$ cat src/rtl/pipelined_div.sv
// Pipelined unsigned restoring divider: N registered stages, one quotient bit per stage, MSB first.
// Define DIV_ZERO_DET_EN to add the dz output flagging results computed from divisor == 0.
module pipelined_div #(
   parameter int unsigned N = 16,
   parameter int unsigned D = 16
) (
   input  logic         clk,
   input  logic         rst,
   input  logic         ce,
   input  logic         in_valid,
   input  logic [N-1:0] dividend,
   input  logic [D-1:0] divisor,
   output logic         out_valid,
   output logic [N-1:0] quotient,
   output logic [D-1:0] remainder
`ifdef DIV_ZERO_DET_EN
   ,
   output logic         dz
`endif
);

   // Stage 0 holds captured operands; stage k+1 holds the outcome of step k.
   logic [N:0]   vld_q;
   logic [D-1:0] rem_q [N+1];
   logic [N-1:0] quo_q [N+1];
   logic [N-1:0] dvd_q [N];
   logic [D-1:0] div_q [N];

   logic [D:0]   trial [N];
   logic [N-1:0] fits;
   logic [D-1:0] rem_d [N];
   logic [N-1:0] quo_d [N];

   always_comb begin
      fits = '0;
      for (int k = 0; k < int'(N); k++) begin
         trial[k] = {rem_q[k], dvd_q[k][N-1]};
         fits[k]  = (trial[k] >= {1'b0, div_q[k]});
         // When the trial fits, the difference is below the divisor, so D bits suffice.
         rem_d[k] = fits[k] ? D'(trial[k] - {1'b0, div_q[k]}) : trial[k][D-1:0];
         quo_d[k] = {quo_q[k][N-2:0], fits[k]};
      end
   end

   always_ff @(posedge clk) begin
      if (!rst) begin
         vld_q <= '0;
         for (int k = 0; k <= int'(N); k++) begin
            rem_q[k] <= '0;
            quo_q[k] <= '0;
         end
         for (int k = 0; k < int'(N); k++) begin
            dvd_q[k] <= '0;
            div_q[k] <= '0;
         end
      end else if (ce) begin
         vld_q    <= {vld_q[N-1:0], in_valid};
         rem_q[0] <= '0;
         quo_q[0] <= '0;
         dvd_q[0] <= dividend;
         div_q[0] <= divisor;
         for (int k = 0; k < int'(N); k++) begin
            rem_q[k+1] <= rem_d[k];
            quo_q[k+1] <= quo_d[k];
         end
         for (int k = 0; k < int'(N) - 1; k++) begin
            dvd_q[k+1] <= dvd_q[k] << 1;
            div_q[k+1] <= div_q[k];
         end
      end
   end

   assign out_valid = vld_q[N];
   assign quotient  = quo_q[N];
   assign remainder = rem_q[N];

`ifdef DIV_ZERO_DET_EN
   logic [N:0] dz_q;

   always_ff @(posedge clk) begin
      if (!rst) begin
         dz_q <= '0;
      end else if (ce) begin
         dz_q <= {dz_q[N-1:0], divisor == '0};
      end
   end

   assign dz = dz_q[N];
`endif

endmodule

$ cat config.mk
export PLATFORM = sky130hd
export DESIGN_NAME = pipelined_div
export DESIGN_NICKNAME = d
export VERILOG_FILES = /design/src/rtl/pipelined_div.sv
export SDC_FILE = /design/constraint.sdc
export NUM_CORES = 2
export LEC_CHECK = 0
export ABC_AREA = 0
export CORE_MARGIN = 2
export CORE_UTILIZATION = 57
export DETAILED_ROUTE_END_ITERATION = 7
export PLACE_DENSITY = 0.77
export SETUP_SLACK_MARGIN = 0.2
export SLEW_MARGIN = 5
export SYNTH_ARGS = -nofsm -noshare
export SYNTH_HDL_FRONTEND = slang
export SYNTH_SLANG_ARGS = --single-unit
$ cat constraint.sdc
create_clock -name clk -period 26.4 [get_ports clk]
set_input_delay 5.28 -clock clk [delete_from_list [all_inputs] [get_ports clk]]
set_output_delay 5.28 -clock clk [all_outputs]
set_load 0.05 [all_outputs]
== Word-level counts from Yosys, hierarchy flattened ==
Memories as Yosys holds them, arrays and structs flattened.
Cells that the tools add are included.

* Bits of input ports: 36
* Memories: 4
* Word-level logic and storage cells: 189
* Output and inout bits: 33
* Bits in registers: 17
* Memory bits (writable): 1056

{| class="wikitable"
|+ Memory list
! memory !! depth !! width !! read ports !! clocked after Yosys merged registers in !! write ports !! RTL line !! source
|-
| quo_q || 17 || 16 || 17 || 0 || 17 || 25 || <nowiki>logic [N-1:0] quo_q [N+1];</nowiki>
|-
| rem_q || 17 || 16 || 17 || 0 || 17 || 24 || <nowiki>logic [D-1:0] rem_q [N+1];</nowiki>
|-
| div_q || 16 || 16 || 16 || 0 || 16 || 27 || <nowiki>logic [D-1:0] div_q [N];</nowiki>
|-
| dvd_q || 16 || 16 || 16 || 0 || 16 || 26 || <nowiki>logic [N-1:0] dvd_q [N];</nowiki>
|}

* Muxes and demuxes: 86
* $lt $le $gt $ge: 16
* Bitwise logic cells: 66
* Add/subtract/negate cells: 16

{| class="wikitable"
|+ Operators by type and width
! cell !! count
|-
| 2-to-1 mux 16 bit || 82
|-
| >= comparator 17 x 16 -> 1 bit || 16
|-
| subtractor 16 bit || 16
|-
| OR 1 bit || 66
|-
| 2-to-1 mux 1 bit || 4
|}

== Longest topological paths before layout ==
* Depth after elaboration: 4
* Mapped depth: 13

== Worst setup path after synthesis ==
OpenSTA, ideal clock, no wires.

* Kind: input port to flip-flop
* Start point: in ce
* End point: mem div_q[0][0] (enable)
* Data required time: 25.101 ns
* Cell stages on the path: 3
* Setup slack: 0.684 ns
* Arrival: 24.417 ns
* Cells stage by stage: clkbuf_1 -> clkbuf_1 -> nand2b_1

{| class="wikitable"
|+ RTL lines
! item !! RTL line !! source
|-
| from (decl) || 9 || <nowiki>input logic ce,</nowiki>
|-
| to (decl) || 27 ||
|}

==> reports/metrics.yaml <==
yosys.cell_types.count: 92
synthesis.yosys.warnings: 0
hold_slack_ps: 517
synth-async-reset-ratio: 0
avgSynthCellArea_um2: 11.0
clock_tree.root_cell: "clkbuf_16"
maxSlewViolCount: 0
layout.nets: 4279
synth.cells.most_frequent: "edfxtp_1, nor2_1, inv_1, and3_1, ha_1"
worst_r2r_endpoint: "rem_q[0][140]$_SDFFCE_PN0P_"
postRouteAntennaNets: 0
worstPathRequired_ps: 26880
criticalPathCategory: "in -> reg"
synth-seq-cells: 801
clk-insertion-delay-late_ps: 640
min_path_type: "reg -> reg"
maxClockFrequency_mhz: 117
worstSetupEndpointType: "flip-flop"
crit_fanout: 195
irDropWorstVdd_mv: 0.0560
setup_viol_count_final: 0
final_design_utilization: 0.632
cts.clk_slew.worst_paths_ps: 60
grt.total_usage: 0.219
y_dimension_of_the_die_um: 282
die_w_um: 282
min_tclk_post_route_ps: 8540
synth_most_common_cell: "edfxtp_1"
final_hold_violating_endpoints: 0
grt_max_degree: 213
first_pass_grt_wire_length_mm: 142
placed_area_mm2: 0.0455
syn_to_layout_area_delta_pct: 9.34
synth.cell_area_mm2: 0.0441
min_path_cells: 2
finalCritPeriodShare: 0.323
post-route-drc-count: 0
final_layout_size_suffix_gt1_frac: 0.0439
crit_arrival_ps: 9020
static-leakage-power_nw: 20.3
max_slew.worst_pin.slew_ps: 1170
rsz0062_at_grt: "no"
register_area_share_after_synthesis: 0.542
antenna_violations_before_repair: 0
synth_nets: 4290
cts_inserted_buffers: 85
syn_inst: 3997
floorplan.initialDensity: 0.578
rrSetupSlack_ps: 22810
core-area_mm2: 0.0763
dr.first_iter.drc_count: 1866
min_delay_worst_endpoint: "vld_q[16]$_SDFFE_PN0P_"
wl_per_cell_um: 17.2
synth.top_cells.by_area: "edfxtp_1, ha_1, and3_1, nor2_1, mux2i_1"
dpl.hpwl_mm: 58.9
overflow: 0
cts_setup_buffers: 0
cts_tree: "done"
drt_pre_antenna_iters: 6
total_power_mw: 3.89
routabilityCongestion: 0.882
diodes: 0
synth_top_area_share: 0.534
critPathLaunchType: "input port"
cts-resized-gates: 0
cts_htree_levels: 3
setup.worst_path.start: "rst"
ioPinCount: 69
holdBufCountCts: 0
vias: 29400
hold_path_startpoint: "vld_q[16]$_SDFFE_PN0P_"
maximum_clock_path_buffer_count: 3
die_outline_area_mm2: 0.0796
yosysTopAreaCell: "edfxtp_1"
tns_ps: 0
cap_viol_max_count: 0
outcome: "complete, no violations"
reg2reg_depth: 10
finalInstanceArea_mm2: 0.0482
ys_dominant_reg_cell: "edfxtp_1"
io_buf_count: 68
clock_net_sink_count: 801
worst_slew_margin_rel: 0.221
synth_enable_flop_cells: 784
detail_route.vias_per_cell: 5.78
first_global_vias: 28600
drt-total-wl_mm: 87.6
cellPowerDensity_mw_per_mm2: 80.7
fin_skew_ps: 27.6
startpoint_of_the_worst_slack_reg_to_reg_timing_path: "div_q[0][113]$_SDFFCE_PN0P_"
row_cnt: 101
## kinds of logic after synthesis
logic type	Yosys count	share of synthesized area
and+or+nand+nor	1430	0.167
DFF	801	0.542
AOI/OAI and AO/OA	693	0.104
buffers and inverters	507	0.0458
adders and majority gates	257	0.0755
xor gates and xnor gates	156	0.0310
muxes	153	0.0348
## stage by stage
step | std cells | worst slack (ps)
final | 5082 | 17860
after global routing | 5082 | 17620
after CTS | 5082 | 17980
after detailed placement | 4929 | 17260
after global placement | 4929 | 17330
after floorplan | 3997 | 684
## worst max path at each step
stage / slack (ps) / end
2_1_floorplan: 680 / div_q[0][0]$_SDFFCE_PN0P_
3_3_place_gp: 17330 / rem_q[0][31]$_SDFFCE_PN0P_
3_5_place_dp: 17260 / rem_q[0][31]$_SDFFCE_PN0P_
4_1_cts: 17980 / rem_q[0][31]$_SDFFCE_PN0P_
5_1_grt: 17620 / rem_q[0][31]$_SDFFCE_PN0P_
6_report: 17860 / rem_q[0][31]$_SDFFCE_PN0P_
## state kept, by name, summed over array words and instances (netlist names)
| register | flops |
|---|---|
| div_q | 256 |
| rem_q | 256 |
| dvd_q | 136 |
| quo_q | 136 |
| vld_q | 17 |
## where the power goes
part / total [mW] / internal (mW) / switching [mW]
logic: 1.13 / 0.469 / 0.656
clock network: 1.17 / 0.668 / 0.497
registers: 1.60 / 1.54 / 0.0617
## routing by layer
| layer | track usage | wire, um | vias to the layer above |
|---|---|---|---|
| met5 | 0 | 0 | - |
| met4 | 0.0777 | 2920 | 0 |
| met3 | 0.0314 | 3040 | 183 |
| met2 | 0.396 | 45500 | 565 |
| met1 | 0.265 | 36200 | 14200 |
| li1 | - | - | 14500 |
## critical path, cell delays in order
cell,delay (ps)
buf_8,610
buf_4,750
and2_2,700
buf_4,570
nand3_1,560
a31oi_1,320
## cell usage in the layout, fill, tap and decap left out, types with 64 or more instances in the layout
| master | netlist | final |
|---|---|---|
| ha_1 | 242 | 242 |
| mux2i_1 | 150 | 150 |
| nand3_1 | 70 | 70 |
| a21o_1 | 76 | 76 |
| xnor2_1 | 117 | 117 |
| and3_1 | 294 | 294 |
| nand2_1 | 124 | 123 |
| nor3_1 | 65 | 64 |
| nor2_1 | 481 | 481 |
| o21a_1 | 65 | 65 |
| clkbuf_16 | 0 | 85 |
| o21ai_0 | 91 | 91 |
| nor2b_1 | 91 | 91 |
| and2_1 | 132 | 131 |
| inv_1 | 313 | 313 |
| edfxtp_1 | 784 | 784 |
| clkdlybuf4s50_1 | 0 | 66 |
| a21oi_1 | 176 | 175 |
## cell type report
type / instances / area (um2)
fillers: 6022 / 28100
flip-flops and latches: 801 / 23900
multi-input cells: 2689 / 18200
clock buffers: 108 / 2250
well taps: 1030 / 1290
inverters: 317 / 1190
repair buffers: 92 / 895
clock inverters: 45 / 473
(Power assumes the default switching activity.)
==> RTL change (same flow settings) <==
Register the inputs `in_valid` and `dividend` before use, with the module's reset. The logic sees them one clock later. The other inputs are not delayed to match.
--- a/src/rtl/pipelined_div.sv
+++ b/src/rtl/pipelined_div.sv
@@ -18,6 +18,19 @@
    output logic         dz
 `endif
 );
+
+   logic in_valid_q;
+   logic [N-1:0] dividend_q;
+
+   always_ff @(posedge clk) begin
+      if (!rst) begin
+         in_valid_q <= '0;
+         dividend_q <= '0;
+      end else begin
+         in_valid_q <= in_valid;
+         dividend_q <= dividend;
+      end
+   end
 
    // Stage 0 holds captured operands; stage k+1 holds the outcome of step k.
    logic [N:0]   vld_q;
@@ -54,10 +67,10 @@
             div_q[k] <= '0;
          end
       end else if (ce) begin
-         vld_q    <= {vld_q[N-1:0], in_valid};
+         vld_q    <= {vld_q[N-1:0], in_valid_q};
          rem_q[0] <= '0;
          quo_q[0] <= '0;
-         dvd_q[0] <= dividend;
+         dvd_q[0] <= dividend_q;
          div_q[0] <= divisor;
          for (int k = 0; k < int'(N); k++) begin
             rem_q[k+1] <= rem_d[k];
Check against the original RTL: not settled (the Yosys comparison gave no result); the edit may change what the design does.
==> RTL change against the original RTL <==
- via count is 3.5% lower
- worst setup slack gained 38 ps
- combinational power is 4% lower
- sequential share of layout area increased by 0.85 points
- sequential cell count is 17 higher
- routed wire length down 4.2%
- synthesized area down 0.46%
- cell area decreased by 0.29%
- non-clock buffer count decreased by 2
- power is 0.29% higher
- critical path type unchanged
==> RTL change: results (changes against the original RTL) <==
==============================================================================
Arrival time reported for the critical path endpoint                   8740 ps   -280 ps
Fraction of layout instances using a drive strength above 1             4.948%   +0.56 points
Maximum vdd drop                                                  0.00007734 V   +38%
Multiplexer share of the synthesized area                               3.931%   +0.45 points
Leakage power                                                         20.36 nW   +0.11%
Share of the synthesized area in compound gates (AO/OA/AOI/OAI)         10.33%   -0.083 points
Leading post-synthesis cells by instance count                    sky130_fd_sc_hd__edfxtp_1 (784), sky130_fd_sc_hd__nor2_1 (467), sky130_fd_sc_hd__inv_1 (304)
Worst max-slew margin expressed relative to the limit                   21.26%   -0.88 points
Count of different cell masters after synthesis                             90   -2.2%
Fill cell instance count of the final layout                              5838   -3.1%
Post-route insts no fill                                                  4971   -2.2%
Status                                                               completed
GRT Resource Usage Total                                                21.10%   -0.75 points
CP max FO                                                                  192   -1.5%
Nets@finish                                                               4169   -2.6%
Pin count of the biggest net entering global routing                       223   +4.7%
Number of buffers inserted during clock tree synthesis                      84   -1.2%
Count of mapped cells out of synthesis                                    3880   -2.9%
Via count of the first global-routing pass                               27620   -3.6%
Post-detailed-routing wire length                                     83.98 mm   -4.2%
Wire length of the first global-routing pass                          136.7 mm   -3.6%
Setup slack after placement                                           17230 ps   -24.90 ps
Global placer's final weighted congestion                               0.8823   about the same
Adder and majority cell fraction of the synthesized area                7.582%   +0.035 points
Max Clock Skew                                                        26.60 ps   -1.001 ps
Dominant cells by area after synthesis                            sky130_fd_sc_hd__edfxtp_1 (54%), sky130_fd_sc_hd__ha_1 (6.9%), sky130_fd_sc_hd__and3_1 (4.1%)
Instance count after placement with tap cells included                    4820   -2.2%
==============================================================================
## RTL change: power breakdown
group / total [mW] / internal (mW) / switching [mW]
Clock: 1.19 / 0.692 / 0.497
Sequential: 1.63 / 1.57 / 0.0627
Combinational: 1.09 / 0.466 / 0.621
## RTL change: cell type report
class / count / share of cell area [%]
tap: 1030 / 2.681
clock inverter: 52 / 1.202
inverter: 304 / 2.373
timing repair buffer: 90 / 1.804
sequential: 818 / 50.38
multi-input combinational: 2578 / 36.96
clock buffer: 99 / 4.599
## RTL change: path summary, 6_finish.rpt
kind | endpoint | slack, ps | from | depth (start not counted)
worst min-delay path | vld_q[0] | 500 | in_valid_q | 2
worst min register to register | vld_q[0] | 500 | in_valid_q | 2
worst max-delay path | quo_q[0][258] | 17900 | ce | 4
worst max register to register | rem_q[0][200] | 22850 | div_q[1][49] | 10
## RTL change: metrics by stage
stage	util [%]	total power, mW	area, um^2
3_3_place_gp	59.53	2.707	45290
6_report	63.20	3.904	48080
2_1_floorplan	-	2.559	43890
5_1_grt	63.20	4.110	48080
4_1_cts	63.20	3.925	48080
3_5_place_dp	59.53	2.729	45290
## RTL change: critical path, cell delays in order
cell and delay, ps:
sky130_fd_sc_hd__clkbuf_8 620, sky130_fd_sc_hd__nand2b_4 840, sky130_fd_sc_hd__buf_4 930, sky130_fd_sc_hd__buf_4 890
## RTL change: kinds of logic after synthesis
group | after synthesis
buffers and inverters | 484
multiplexers | 172
flip-flops | 818
adder cells (fa/ha/maj) | 257
XOR/XNOR | 166
AO/OA/AOI/OAI | 677
AND/OR/NAND/NOR | 1306
## RTL change: routing by layer
layer,up-vias,GRT usage (%),wire length [um]
li1,14030,-,-
met1,13660,26.71,36140
met2,508,37.67,42850
met3,153,2.627,2709
met4,0,6.710,2278
met5,-,0,0
